`src/rtl/gpio_in_pkg.sv`:
```
// gpio_in_pkg: register addresses and default geometry shared by the GPIO
// input port and the DE10-Nano board top.
package gpio_in_pkg;

   // Register select values for the addr port
   typedef enum logic [1:0] {
      GPIO_ADDR_LEVEL = 2'd0,
      GPIO_ADDR_RISE  = 2'd1,
      GPIO_ADDR_FALL  = 2'd2,
      GPIO_ADDR_MASK  = 2'd3
   } gpio_addr_e;

   // Board geometry: bit0-1 are KEY[1:0], bit2-5 are SW[3:0]
   localparam int GPIO_IN_WIDTH = 6;

   // KEYs are active-low on the board, so they are flipped to read 1 when pressed
   localparam logic [GPIO_IN_WIDTH-1:0] GPIO_IN_INVERT_MASK = 6'b000011;

   // Default debounce window (legal range 2..255) and counter width
   localparam int GPIO_IN_DEBOUNCE_CYCLES = 16;
   localparam int GPIO_IN_CNT_W           = 8;

   // Width of the CPU-facing read bus
   localparam int GPIO_RD_W = 32;

endpackage

```
`src/rtl/gpio_debounce.sv`:
```
// gpio_debounce: one input bit -- two-flop synchroniser, debounce counter and
// accepted (stable) level. Emits a one-cycle event when a new level is accepted.
module gpio_debounce #(
   parameter int DEBOUNCE_CYCLES = 16,
   parameter int CNT_W           = 8
) (
   input  logic clk_i,
   input  logic rst_ni,
   input  logic din_i,
   output logic stable_o,
   output logic event_o,
   output logic level_o
);

   // Count value reached on the last cycle of the required stable run
   localparam logic [CNT_W-1:0] TERMINAL = CNT_W'(DEBOUNCE_CYCLES - 1);

   logic             s1_q;
   logic             s2_q;
   logic             stable_q;
   logic             stable_d;
   logic [CNT_W-1:0] cnt_q;
   logic [CNT_W-1:0] cnt_d;
   logic             evt;

   // Bring the asynchronous pin into the clock domain through two flops
   always_ff @(posedge clk_i or negedge rst_ni) begin
      if (!rst_ni) begin
         s1_q <= 1'b0;
         s2_q <= 1'b0;
      end else begin
         s1_q <= din_i;
         s2_q <= s1_q;
      end
   end

   // Accept a new level only after it has differed from the stable one for
   // a full window; any return to the stable level restarts the count
   always_comb begin
      cnt_d    = cnt_q;
      stable_d = stable_q;
      evt      = 1'b0;
      if (s2_q == stable_q) begin
         cnt_d = '0;
      end else if (cnt_q == TERMINAL) begin
         stable_d = s2_q;
         cnt_d    = '0;
         evt      = 1'b1;
      end else begin
         cnt_d = cnt_q + CNT_W'(1);
      end
   end

   // Debounce state; reset discards any partial count
   always_ff @(posedge clk_i or negedge rst_ni) begin
      if (!rst_ni) begin
         cnt_q    <= '0;
         stable_q <= 1'b0;
      end else begin
         cnt_q    <= cnt_d;
         stable_q <= stable_d;
      end
   end

   assign stable_o = stable_q;
   assign event_o  = evt;
   assign level_o  = s2_q;

endmodule

```
`src/rtl/gpio_input_port.sv`:
```
// gpio_input_port: conditioned KEY/SW inputs for the CPU. Each bit is
// polarity-normalised, synchronised and debounced; accepted edges are latched
// into read-to-clear pending registers behind a small read port.
// Optional feature macro: GPIO_IN_IRQ_EN -- when defined, adds the writable
// irq_mask register (addr 3) and a registered level interrupt; when undefined,
// irq is tied low, addr 3 reads 0 and writes are dropped.
module gpio_input_port
   import gpio_in_pkg::*;
#(
   parameter int               WIDTH           = GPIO_IN_WIDTH,
   parameter logic [WIDTH-1:0] INVERT_MASK     = WIDTH'(GPIO_IN_INVERT_MASK),
   parameter int               DEBOUNCE_CYCLES = GPIO_IN_DEBOUNCE_CYCLES,
   parameter int               CNT_W           = GPIO_IN_CNT_W
) (
   input  logic                 clock_in,
   input  logic                 reset_n_in,
   input  logic [WIDTH-1:0]     raw_in,
   input  logic                 rd_en,
   input  logic                 wr_en,
   input  logic [1:0]           addr,
   input  logic [GPIO_RD_W-1:0] wr_data,
   output logic [GPIO_RD_W-1:0] rd_data,
   output logic                 rd_valid,
   output logic                 irq
);

   logic [WIDTH-1:0]     xIn;
   logic [WIDTH-1:0]     stableVec;
   logic [WIDTH-1:0]     eventVec;
   logic [WIDTH-1:0]     levelVec;
   logic [WIDTH-1:0]     riseEv;
   logic [WIDTH-1:0]     fallEv;
   logic [WIDTH-1:0]     clrRise;
   logic [WIDTH-1:0]     clrFall;
   logic [WIDTH-1:0]     rdSel;
   logic [WIDTH-1:0]     maskVal;
   logic [WIDTH-1:0]     risePend_q;
   logic [WIDTH-1:0]     risePend_d;
   logic [WIDTH-1:0]     fallPend_q;
   logic [WIDTH-1:0]     fallPend_d;
   logic [GPIO_RD_W-1:0] rdData_q;
   logic [GPIO_RD_W-1:0] rdData_d;
   logic                 rdValid_q;
   logic                 unusedWrBus;

   // Flip active-low pins so every bit reads 1 when asserted; the reset
   // value 0 of the stable level then matches idle keys
   assign xIn = raw_in ^ INVERT_MASK;

   // Only wr_data[WIDTH-1:0] is ever stored; the rest is intentionally ignored
   assign unusedWrBus = ^{wr_en, wr_data};

   for (genvar i = 0; i < WIDTH; i++) begin : g_bit
      gpio_debounce #(
         .DEBOUNCE_CYCLES(DEBOUNCE_CYCLES),
         .CNT_W          (CNT_W)
      ) u_debounce (
         .clk_i   (clock_in),
         .rst_ni  (reset_n_in),
         .din_i   (xIn[i]),
         .stable_o(stableVec[i]),
         .event_o (eventVec[i]),
         .level_o (levelVec[i])
      );
   end

   // On an accept cycle the synchronised level is the new stable level,
   // so it tells us the direction of the edge
   assign riseEv = eventVec & levelVec;
   assign fallEv = eventVec & ~levelVec;

`ifdef GPIO_IN_IRQ_EN
   logic [WIDTH-1:0] irqMask_q;
   logic [WIDTH-1:0] irqMask_d;
   logic             irq_q;
   logic             irq_d;

   // Mask register is the only writable location; interrupt is any pending
   // edge that is unmasked, sampled from the registered pending bits
   always_comb begin
      irqMask_d = irqMask_q;
      if (wr_en && (addr == GPIO_ADDR_MASK)) begin
         irqMask_d = wr_data[WIDTH-1:0];
      end
      irq_d = |((risePend_q | fallPend_q) & irqMask_q);
   end

   // Mask and interrupt state
   always_ff @(posedge clock_in or negedge reset_n_in) begin
      if (!reset_n_in) begin
         irqMask_q <= '0;
         irq_q     <= 1'b0;
      end else begin
         irqMask_q <= irqMask_d;
         irq_q     <= irq_d;
      end
   end

   assign maskVal = irqMask_q;
   assign irq     = irq_q;
`else
   assign maskVal = '0;
   assign irq     = 1'b0;
`endif

   // Read decode: select the register, and for the pending registers clear
   // exactly the bits being returned so nothing captured later is lost
   always_comb begin
      rdSel    = '0;
      clrRise  = '0;
      clrFall  = '0;
      rdData_d = rdData_q;
      if (rd_en) begin
         case (addr)
            GPIO_ADDR_LEVEL: rdSel = stableVec;
            GPIO_ADDR_RISE: begin
               rdSel   = risePend_q;
               clrRise = risePend_q;
            end
            GPIO_ADDR_FALL: begin
               rdSel   = fallPend_q;
               clrFall = fallPend_q;
            end
            default: rdSel = maskVal;
         endcase
         rdData_d = GPIO_RD_W'(rdSel);
      end
   end

   // Pending edge update; a new edge in the same cycle as a clear survives
   always_comb begin
      risePend_d = (risePend_q & ~clrRise) | riseEv;
      fallPend_d = (fallPend_q & ~clrFall) | fallEv;
   end

   // Pending registers and the registered read port
   always_ff @(posedge clock_in or negedge reset_n_in) begin
      if (!reset_n_in) begin
         risePend_q <= '0;
         fallPend_q <= '0;
         rdData_q   <= '0;
         rdValid_q  <= 1'b0;
      end else begin
         risePend_q <= risePend_d;
         fallPend_q <= fallPend_d;
         rdData_q   <= rdData_d;
         rdValid_q  <= rd_en;
      end
   end

   assign rd_data  = rdData_q;
   assign rd_valid = rdValid_q;

endmodule
```
`config.mk`:
```
export PLATFORM = sky130hd
export DESIGN_NAME = gpio_input_port
export DESIGN_NICKNAME = d
export VERILOG_FILES = /design/src/rtl/gpio_in_pkg.sv /design/src/rtl/gpio_debounce.sv /design/src/rtl/gpio_input_port.sv
export SDC_FILE = /design/constraint.sdc
export NUM_CORES = 1
export LEC_CHECK = 0
export CAP_MARGIN = 30
export CORE_MARGIN = 2
export CORE_UTILIZATION = 40
export DETAILED_ROUTE_END_ITERATION = 10
export SKIP_CTS_REPAIR_TIMING = 1
export SYNTH_ARGS = -nofsm -noshare
export SYNTH_HDL_FRONTEND = slang
export SYNTH_HIERARCHICAL = 1
export SYNTH_SLANG_ARGS = --single-unit
```
`constraint.sdc`:
```
create_clock -name clock_in -period 1.8 [get_ports clock_in]
set_clock_uncertainty 0.1 [all_clocks]
set_input_delay 0.27 -clock clock_in [delete_from_list [all_inputs] [get_ports clock_in]]
set_output_delay 0.27 -clock clock_in [all_outputs]
set_load 0.05 [all_outputs]
```
* Word level (Yosys, flattened, before mapping)
Cells that the tools add are included.
Word-level totals: word-level logic and storage cells 100, register bits after elaboration 85, input bits 44, output and inout bits 34
Operators by class: reductions and logical operators 7, equal/unequal tests 14, multiplexer cells 29, bitwise logic cells 16, add/sub/neg operators 6
Operators with widths (count):
- 8-bit two-way mux | 12
- 8-bit by 1-bit adder with 8-bit output, second input constant | 6
- 8-bit by 4-bit == test with 1-bit output, second input constant | 6
- 6-bit AND | 4
- 6-bit two-way mux | 4
- 6-bit inverter | 3
- 6-bit one-hot mux with 3 select lines | 1
- 1-bit two-way mux | 12
- 6-bit bitwise OR | 2
- 2-bit AND reduction | 6
- 1-bit == test | 6
- 1-bit inverter | 6
- 2-bit by 1-bit == test with 1-bit output, second input constant | 1
- 2-bit == test, second input constant | 1
- 2-bit logical NOT | 1
- 2-bit inverter | 1

* Longest topological paths before layout
Gate-level depths: netlist of run 1.
depth in word-level cells 6, mapped depth 4, gate-level depth less buffers 4

* Modules after synthesis
Netlist of run 1, hierarchy kept.
By module, submodules not included:
- gpio_debounce | area an instance 486.7 um^2, seq. area each 275.3 um^2, cells each 44, instances 6
- gpio_input_port | area an instance 1061.0 um^2, seq. area each 475.5 um^2, cells each 97, instances 1

* Worst setup path before layout of run 1
No wires, ideal clock.
kind reg2reg, start point register g_bit[5].u_debounce.cnt_q[6], end point register g_bit[5].u_debounce.stable_q, data required time 1.572 ns, setup time 0.128 ns, path buffers 0, period minus slack after synthesis 1.590 ns, path slack 0.210 ns, stages on the path, launching flop included 4, arrival 1.362 ns, cell sequence dfrtp_1 -> or4_4 -> nor2_2 -> mux2_1
On the way: cells in the longest elaborated chain, start to end 2
Ends and longest elaborated chain:
- start: declaration | line gpio_debounce.sv:22 | logic [CNT_W-1:0] cnt_q;
- start signal: assignment | line gpio_debounce.sv:60 | cnt_q <= cnt_d;
- 8-bit by 4-bit == test with 1-bit output | line gpio_debounce.sv:45 | end else if (cnt_q == TERMINAL) begin
- 2-bit AND reduction (no line)
- end signal: assignment | line gpio_debounce.sv:61 | stable_q <= stable_d;
- end: declaration | line gpio_debounce.sv:20 | logic stable_q;
No other way between the ends. A chain may end at the register's enable or synchronous reset.

* Worst setup path in the final report of run 1
start point register g_bit[0].u_debounce.cnt_q[4], end point register g_bit[0].u_debounce.stable_q
On the way: cells in the longest elaborated chain, start to end 2
Ends and longest elaborated chain (line):
- start: declaration | gpio_debounce.sv:22
- start signal: assignment | gpio_debounce.sv:60
- 8-bit by 4-bit == test with 1-bit output | gpio_debounce.sv:45
- 2-bit AND reduction (no line)
- end signal: assignment | gpio_debounce.sv:61
- end: declaration | gpio_debounce.sv:20
No other way between the ends.

==> flow_summary_export.csv, run 1 <==
group,metric,value,unit
critical_path,crit_start,"g_bit[0].u_debounce/cnt_q[4]",
critical_path,critPathMaxFanout,5,
power,p_leak,1.960,nW
routing,wl_met2,3124,um
logic_synthesis,ys_ff_latch,85,
floorplan,core,9729,um^2
critical_path,r2r_end,"g_bit[0].u_debounce/stable_o",
global_routing,antenna_found_initial,0,
placement,dpl.hpwl,4836,um
critical_path,critPathKind,"reg2reg",
global_routing,grt_pass1_vias,2578,
floorplan,die_x,103.8,um
placement,dp_cells,516,
logic_synthesis,synthArstFlopShare,100.0,%
power,switchingPower,0.9495,mW
timing,tns,0,ns
clocking,clockBufferDepth,2,
routing,drc,0,
logic_synthesis,synth.area.top_cells,"dfrtp_1, buf_4, a21oi_1",
logic_synthesis,synth_top_cell_area_share,53.43,%
routing,ant_nets,0,
routing,dr_wl_met3,199,um
critical_path,r2r_slack,0.13,ns
outcome,status,"finished, final reports clean",
clocking,cts_sinks,85,
critical_path,cp-end-kind,"register",
timing,period_needed,1.672,ns
critical_path,cp-start-kind,"register",
floorplan,dieArea,10770,um^2
placement,routabilityCongestion,0.7595,
routing,top_layer,"met4",
logic_synthesis,synth_area,3981,um^2
final_layout,fin_util,45.87,%
min_path,worstHoldPathType,"reg2reg",
global_routing,grt_max_degree,36,
floorplan,start_util,40.92,%
logic_synthesis,syn-instance-count,361,
clocking,cts_tree,"built",
critical_path,cp-endpoint,"g_bit[0].u_debounce/stable_o",
floorplan,rows,36,
final_layout,layout.cells.non_filler,533,
logic_synthesis,avgSynthCellArea,11.03,um^2
logic_synthesis,yosysWarnings,6,
clocking,cts_inserted_buffers,9,
logic_synthesis,synthFlopType,"dfrtp_1",
logic_synthesis,synth-edff-count,0,
timing,period_share,92.91,%
power,clkPwrFrac,38.0,%
power,seq_power_share,53.3,%
final_layout,fillerInstances,950,
floorplan,pin_count,78,
final_layout,layout-drive-gt1-share,15.00,%
final_layout,area_delta_synth_final,12.10,%
power,p_int,2.824,mW
critical_path,required,1.93,ns
power,power_density,845.5,nW/um^2
routing,drt_wl_total,6788,um
final_layout,diodes,0,
routing,drt-met1-wl,3363,um
timing,slew_viol_final,0,
logic_synthesis,synth_cell_types,33,
clocking,clk_pin_slew_worst_paths,0.08,ns
timing,hold_viol,0,
routing,wl_per_cell,12.74,um
global_routing,overflow,0,
clocking,cts_root_buffer,"clkbuf_8",
timing,fmax,598.0,MHz
logic_synthesis,synth_seq_area_share,53.43,%
floorplan,die_height,103.8,um
clocking,worstSkewPairLatency,0.35,ns
critical_path,rr_worst_depth,3,
global_routing,grt_first_pass_wirelength,11930,um
logic_synthesis,netlist.top_cell.by_area,"dfrtp_1",
power,ir_drop,0.3296,mV
critical_path,arrival,1.81,ns
routing,drt-initial-drc-count,107,
power,combPwrFrac,8.7,%
timing,setup_viol,0,
power,swShare,25.16,%
timing,rsz0062_at_grt,"false",
routing,first_pass_iters,4,
flow_run,max_cap_viol_count,0,
clocking,htreeDepth,3,
routing,vias,2668,
critical_path,reg2reg_from,"g_bit[0].u_debounce/cnt_q[4]",
placement,numPortBuffers,17,
routing,viasPerCell,5.006,
global_routing,track_usage,13.58,%
final_layout,nNetsFinal,445,
[flip-flops by register name, summed over array words and instances (netlist names)]
name and cells:
g_bit.u_debounce/cnt_q 48, g_bit.u_debounce/level_o 6, risePend_q 6, rd_valid 1, g_bit.u_debounce/stable_o 6, g_bit.u_debounce/s1_q 6
rd_data 6, fallPend_q 6
[cell usage in the layout, fill, tap and decap left out, drive strengths merged, types with 9 or more instances in the layout]
cell,instances
a21oi,24
xnor2,12
nand3,18
or3,18
dfrtp,85
inv,20
clkbuf,12
nand2,12
clkdlybuf4s50,9
buf,17
a22o,12
nor2,18
conb,27
o21ai,30
[cell usage after synthesis (all sizes together), types with 12 or more instances]
cell    n
nand3  18
or3    18
o21ai  30
nor2   18
inv    20
xnor2  12
a21oi  24
dfrtp  85
nand2  12
a22o   12
buf    30
[stage by stage]
stage               hold WS, ns  worst slack [ns]  instance area (um^2)  power, mW
floorplan               -0.1256            0.2103                  4079      2.315
global placement         0.1512           0.04021                  4245      2.378
detailed placement       0.1550           0.03286                  4245      2.380
CTS                     -0.2365            0.1186                  4453      3.821
global route             0.2318           0.02690                  4463      3.958
finish                   0.2503            0.1277                  4463      3.774
[logic make-up after synthesis]
| logic type | synth area share, % |
|---|---|
| muxes | 3.205 |
| xor gates and xnor gates | 3.960 |
| adders and majority gates | 1.886 |
| DFF | 53.43 |
| AOI/OAI and AO/OA | 13.77 |
| other | 0.09419 |
| and+or+nand+nor | 16.00 |
| buffers and inverters | 7.668 |
[critical path: stages, from the launching register on]
cell and delay (ns):
dfrtp_1 0.43, or4_4 0.57, nor2_2 0.13, mux2_1 0.32
[layer usage]
| layer | vias up | GRT usage [%] |
|---|---|---|
| li1 | 1325 | - |
| met1 | 1293 | 18.96 |
| met2 | 43 | 20.20 |
| met3 | 7 | 3.147 |
| met4 | 0 | 6.081 |
| met5 | - | 0 |
[power groups by stage]
| stage | registers (mW) | logic [mW] | clock network, mW |
|---|---|---|---|
| 2_1_floorplan | 2.04 | 0.273 | 0 |
| 3_3_place_gp | 2.05 | 0.330 | 0 |
| 3_5_place_dp | 2.05 | 0.331 | 0 |
| 4_1_cts | 2.01 | 0.333 | 1.48 |
| 5_1_grt | 2.02 | 0.366 | 1.57 |
| 6_report | 2.01 | 0.330 | 1.43 |
[how the worst min path moves through the flow]
stage / endpoint / depth (start not counted) / startpoint
after floorplan: fallPend_q[0] / 0 / reset_n_in
after global placement: g_bit[0].u_debounce/cnt_q[7] / 1 / reset_n_in
after detailed placement: g_bit[0].u_debounce/cnt_q[6] / 1 / reset_n_in
after CTS: g_bit[0].u_debounce/cnt_q[6] / 1 / reset_n_in
after global routing: g_bit[4].u_debounce/s1_q / 1 / raw_in[4]
final: g_bit[5].u_debounce/level_o / 0 / g_bit[5].u_debounce/s1_q
[final cells by class]
cell class                 instances  area, um^2  area share [%]
multi-input combinational        252        1647           36.89
inverter                          20       75.07           1.682
tap                              133       166.4           3.729
clock inverter                     4       72.57           1.626
clock buffer                      12       135.1           3.028
sequential                        85        2127           47.66
timing repair buffer              27       240.2           5.383
Note: power is estimated with default switching activity, not from simulation.
==> inputs of run 2 (changes only) <==
- CORE_ASPECT_RATIO: default -> 1.25
==> run 2 against run 1 <==
Net effect:
- sequential cell count unchanged
- utilization is 1.2 points higher
- register-to-register slack hardly changed
- first-iteration DRC count up 23%
- cell area increased by 1.9%
- critical path type unchanged
- critical endpoint is now g_bit[4].u_debounce/stable_o
- largest power group unchanged
==> flow_summary_export.csv, run 2 (synthesis results as in run 1) <==
group,metric,value,unit
outcome,status,"finished, final reports clean",
flow_run,max_cap_viol_count,0,
routing,drc,0,
routing,drt-initial-drc-count,132,
floorplan,die_x,93.24,um
power,power,4.281,mW
global_routing,overflow,0,
power,power_density,941.6,nW/um^2
clocking,cts_tree,"built",
routing,ant_nets,0,
global_routing,grt_pass1_vias,2692,
power,p_leak,2.001,nW
final_layout,layout-drive-gt1-share,14.86,%
clocking,clk_pin_slew_worst_paths,0.06,ns
clocking,cts_inserted_buffers,9,
floorplan,die_height,115.5,um
timing,slew_viol_final,0,
routing,viasPerCell,5.216,
timing,holdWs,0.2466,ns
routing,wl_per_cell,13.35,um
min_path,worstHoldStart,"g_bit[5].u_debounce/s1_q",
critical_path,critPathMaxStageDelay,0.59,ns
floorplan,start_util,41.22,%
final_layout,largest-register,"g_bit.u_debounce/cnt_q",
placement,numPortBuffers,17,
final_layout,largest_reg_flops,48,
floorplan,core,9659,um^2
timing,period_needed,1.674,ns
final_layout,mostFrequentLayoutCells,"dfrtp_1, conb_1, o21ai_0, a21oi_1, inv_1",
floorplan,pin_count,78,
min_path,min_path_cells,0,
timing,period_share,93.00,%
placement,dp_cells,507,
clocking,cts_sinks,85,
floorplan,dieArea,10770,um^2
global_routing,track_usage,14.54,%
final_layout,diodes,0,
timing,hold_viol,0,
critical_path,r2r_slack,0.13,ns
timing,fmax,597.4,MHz
global_routing,grt_max_degree,36,
critical_path,critPathMaxFanout,5,
critical_path,arrival,1.79,ns
final_layout,multiInputGateArea,1647,um^2
critical_path,cp-start-kind,"register",
final_layout,nNetsFinal,443,
critical_path,reg2reg_from,"g_bit[4].u_debounce/cnt_q[6]",
clocking,cts_root_buffer,"clkbuf_16",
final_layout,layout.cells.non_filler,523,
global_routing,antenna_found_initial,0,
critical_path,cp-end-kind,"register",
clocking,htreeDepth,3,
final_layout,seq_area,2127,um^2
final_layout,fillerInstances,888,
critical_path,cpMaxStageDelayCell,"or4_4",
timing,tns,0,ns
floorplan,rows,40,
critical_path,required,1.92,ns
power,ir_drop,0.5181,mV
final_layout,layout_commonest_cell,"dfrtp_1",
critical_path,critPathKind,"reg2reg",
min_path,worstHoldPathType,"reg2reg",
clocking,clockBufferDepth,2,
global_routing,grt_first_pass_wirelength,12340,um
routing,first_pass_iters,4,
critical_path,r2r_end,"g_bit[4].u_debounce/stable_o",
routing,vias,2728,
timing,rsz0062_at_grt,"false",
clocking,worstSkewPairLatency,0.33,ns
timing,setup_viol,0,
placement,dpl.hpwl,5044,um
critical_path,rr_worst_depth,3,
final_layout,area_delta_synth_final,14.20,%
routing,drt_wl_total,6980,um
min_path,min_to,"g_bit[5].u_debounce/level_o",
critical_path,crit_path_cell_trace,"or4_4, nor2_2, mux2_1",
placement,routabilityCongestion,0.8028,
[run 2: worst max-delay path by stage]
stage,start,end,cells past startpoint
finish,g_bit[4].u_debounce/cnt_q[6],g_bit[4].u_debounce/stable_o,3
detailed placement,rd_en,risePend_q[2],3
CTS,g_bit[4].u_debounce/cnt_q[6],g_bit[4].u_debounce/stable_o,3
global placement,addr[1],risePend_q[2],3
floorplan,g_bit[5].u_debounce/cnt_q[6],g_bit[5].u_debounce/stable_o,3
global route,g_bit[0].u_debounce/cnt_q[6],fallPend_q[0],3
[run 2: routing by layer]
| metal | global-route usage [%] | wire [um] | vias up |
|---|---|---|---|
| li1 | - | - | 1329 |
| met1 | 17.88 | 3098 | 1335 |
| met2 | 23.79 | 3465 | 52 |
| met3 | 3.056 | 258 | 12 |
| met4 | 8.333 | 159 | 0 |
| met5 | 0 | 0 | - |
[run 2: critical path, delay by kind of cell (launching register included)]
family        cells  cell delay (ns)
flops             1             0.41
mux               1             0.32
simple gates      2             0.72
[run 2: cell type report]
| cell class | instances | share of cell area, % |
|---|---|---|
| clock buffer | 11 | 5.338 |
| clock inverter | 4 | 1.596 |
| tap | 126 | 3.467 |
| inverter | 20 | 1.651 |
| timing repair buffer | 25 | 4.953 |
| sequential | 85 | 46.78 |
| multi-input combinational | 252 | 36.21 |
[run 2: power by group]
group / switching [mW] / internal (mW)
registers: 0.0564 / 1.96
logic: 0.244 / 0.0859
clock network: 0.694 / 1.24
total: 0.994 / 3.29
[run 2: through the flow]
stage | setup slack [ns] | util [%] | instance area, um^2
floorplan | 0.2103 | - | 4079
global placement | 0.06348 | 43.70 | 4222
detailed placement | 0.03695 | 43.70 | 4222
CTS | 0.1197 | 46.97 | 4537
global route | 0.04804 | 47.07 | 4547
finish | 0.1260 | 47.07 | 4547
==> inputs of run 3 (changes only) <==
- GPL_TIMING_DRIVEN: default -> 0
==> run 3 against run 2 <==
Net effect:
- maximum frequency about the same
- cell area up 5.5%
- largest power group is now clock
- utilization grew 2.6 points
==> flow_summary_export.csv, run 3 (synthesis results as in run 1) <==
group,metric,value,unit
outcome,status,"finished, final reports clean",
timing,fmax,597.4,MHz
routing,ant_nets,0,
clocking,worstSkewPairLatency,0.33,ns
timing,worst_slew_pin_slew,0.5007,ns
critical_path,critPathMaxFanout,5,
routing,first_pass_iters,4,
floorplan,dieArea,10770,um^2
clocking,cts_tree,"built",
routing,vias,2729,
final_layout,largest-register,"g_bit.u_debounce/cnt_q",
routing,drc,0,
final_layout,fillerInstances,873,
placement,routabilityCongestion,0.7598,
timing,slew_viol_final,0,
clocking,htreeDepth,3,
final_layout,area_delta_synth_final,20.49,%
critical_path,arrival,1.78,ns
floorplan,rows,40,
placement,dp_cells,530,
timing,period_needed,1.674,ns
clocking,clockBufferDepth,2,
min_path,worstHoldStart,"addr[1]",
floorplan,die_x,93.24,um
critical_path,rr_worst_depth,3,
global_routing,track_usage,14.18,%
global_routing,overflow,0,
final_layout,fin_util,49.66,%
routing,drt-initial-drc-count,85,
timing,relSlewSlack,66.57,%
floorplan,core,9659,um^2
timing,setup_viol,0,
critical_path,cp-start-kind,"register",
final_layout,diodes,0,
routing,wl_per_cell,12.80,um
global_routing,grt_max_degree,62,
critical_path,cp-end-kind,"register",
floorplan,pin_count,78,
critical_path,required,1.91,ns
critical_path,critPathKind,"reg2reg",
power,p_leak,2.264,nW
power,ir_drop,0.4610,mV
routing,viasPerCell,4.998,
floorplan,start_util,41.22,%
clocking,clk_pin_slew_worst_paths,0.06,ns
clocking,cts_root_buffer,"clkbuf_16",
placement,numPortBuffers,16,
flow_run,max_cap_viol_count,0,
placement,dpl.hpwl,4883,um
final_layout,mostFrequentLayoutCells,"dfrtp_1, buf_4, conb_1",
critical_path,cp-endpoint,"g_bit[5].u_debounce/stable_o",
final_layout,nNetsFinal,466,
critical_path,crit_start,"g_bit[5].u_debounce/cnt_q[4]",
timing,hold_viol,0,
clocking,cts_sinks,85,
routing,drt_wl_total,6988,um
floorplan,die_height,115.5,um
critical_path,reg2reg_from,"g_bit[5].u_debounce/cnt_q[4]",
critical_path,r2r_slack,0.13,ns
final_layout,layout_commonest_cell,"dfrtp_1",
global_routing,antenna_found_initial,0,
timing,period_share,92.99,%
final_layout,layout.cells.non_filler,546,
global_routing,grt_pass1_vias,2639,
final_layout,layout-drive-gt1-share,18.33,%
timing,rsz0062_at_grt,"false",
clocking,cts_inserted_buffers,9,
power,power_density,940.9,nW/um^2
final_layout,largest_reg_flops,48,
critical_path,r2r_end,"g_bit[5].u_debounce/stable_o",
min_path,worstHoldPathType,"in2reg",
global_routing,grt_first_pass_wirelength,11990,um
run 3: metrics by stage:
step	setup TNS [ns]	hold slack [ns]	area (um^2)	total power, mW	setup slack (ns)
after floorplan	0	-0.1256	4079	2.315	0.2103
after global placement	-233.85	0.2330	4397	2.414	-2.758
after detailed placement	0	0.1063	4422	2.425	0.07478
after CTS	-0.6476	-0.2552	4770	4.579	-0.1170
after global routing	0	0.1727	4797	4.704	0.05590
final	0	0.1567	4797	4.514	0.1261
run 3: power breakdown:
part           switching (mW)  leakage (nW)  internal [mW]
logic                   0.250         0.950          0.123
clock network           0.705         0.172           1.42
registers              0.0565          1.14           1.96
total                    1.01          2.26           3.50
run 3: cell type report:
cell class / count / area [um^2] / area share, %
Clock buffer: 11 / 252.7 / 5.269
Clock inverter: 4 / 95.09 / 1.982
Buffer: 30 / 230.2 / 4.799
Timing Repair Buffer: 18 / 212.7 / 4.434
Multi-Input combinational cell: 252 / 1647 / 34.32
Tap cell: 126 / 157.7 / 3.286
Inverter: 20 / 75.07 / 1.565
Sequential cell: 85 / 2127 / 44.34
run 3: worst min path at each step:
stage / endpoint / slack (ns) / cells past startpoint
floorplan: fallPend_q[0] / -0.13 / 0
global placement: g_bit[5].u_debounce/level_o / 0.23 / 0
detailed placement: g_bit[5].u_debounce/cnt_q[6] / 0.11 / 1
CTS: g_bit[5].u_debounce/cnt_q[3] / -0.26 / 1
global route: rd_data[2] / 0.17 / 3
finish: rd_data[2] / 0.16 / 3
run 3: per-layer routing:
layer  wire length (um)  up-vias  GRT usage [%]  share of wire [%]
met2               3471       38          23.02                 50
li1                   -     1366              -                  -
met1               3138     1315          17.56                 45
met5                  0        -              0                  0
met3                223       10          2.796                3.2
met4                155        0          8.431                2.2
run 3: critical path, cell delays in order, from the launching register on:
cell and delay (ns):
dfrtp_1 0.43, or4_4 0.57, nor2_2 0.13, mux2_1 0.32
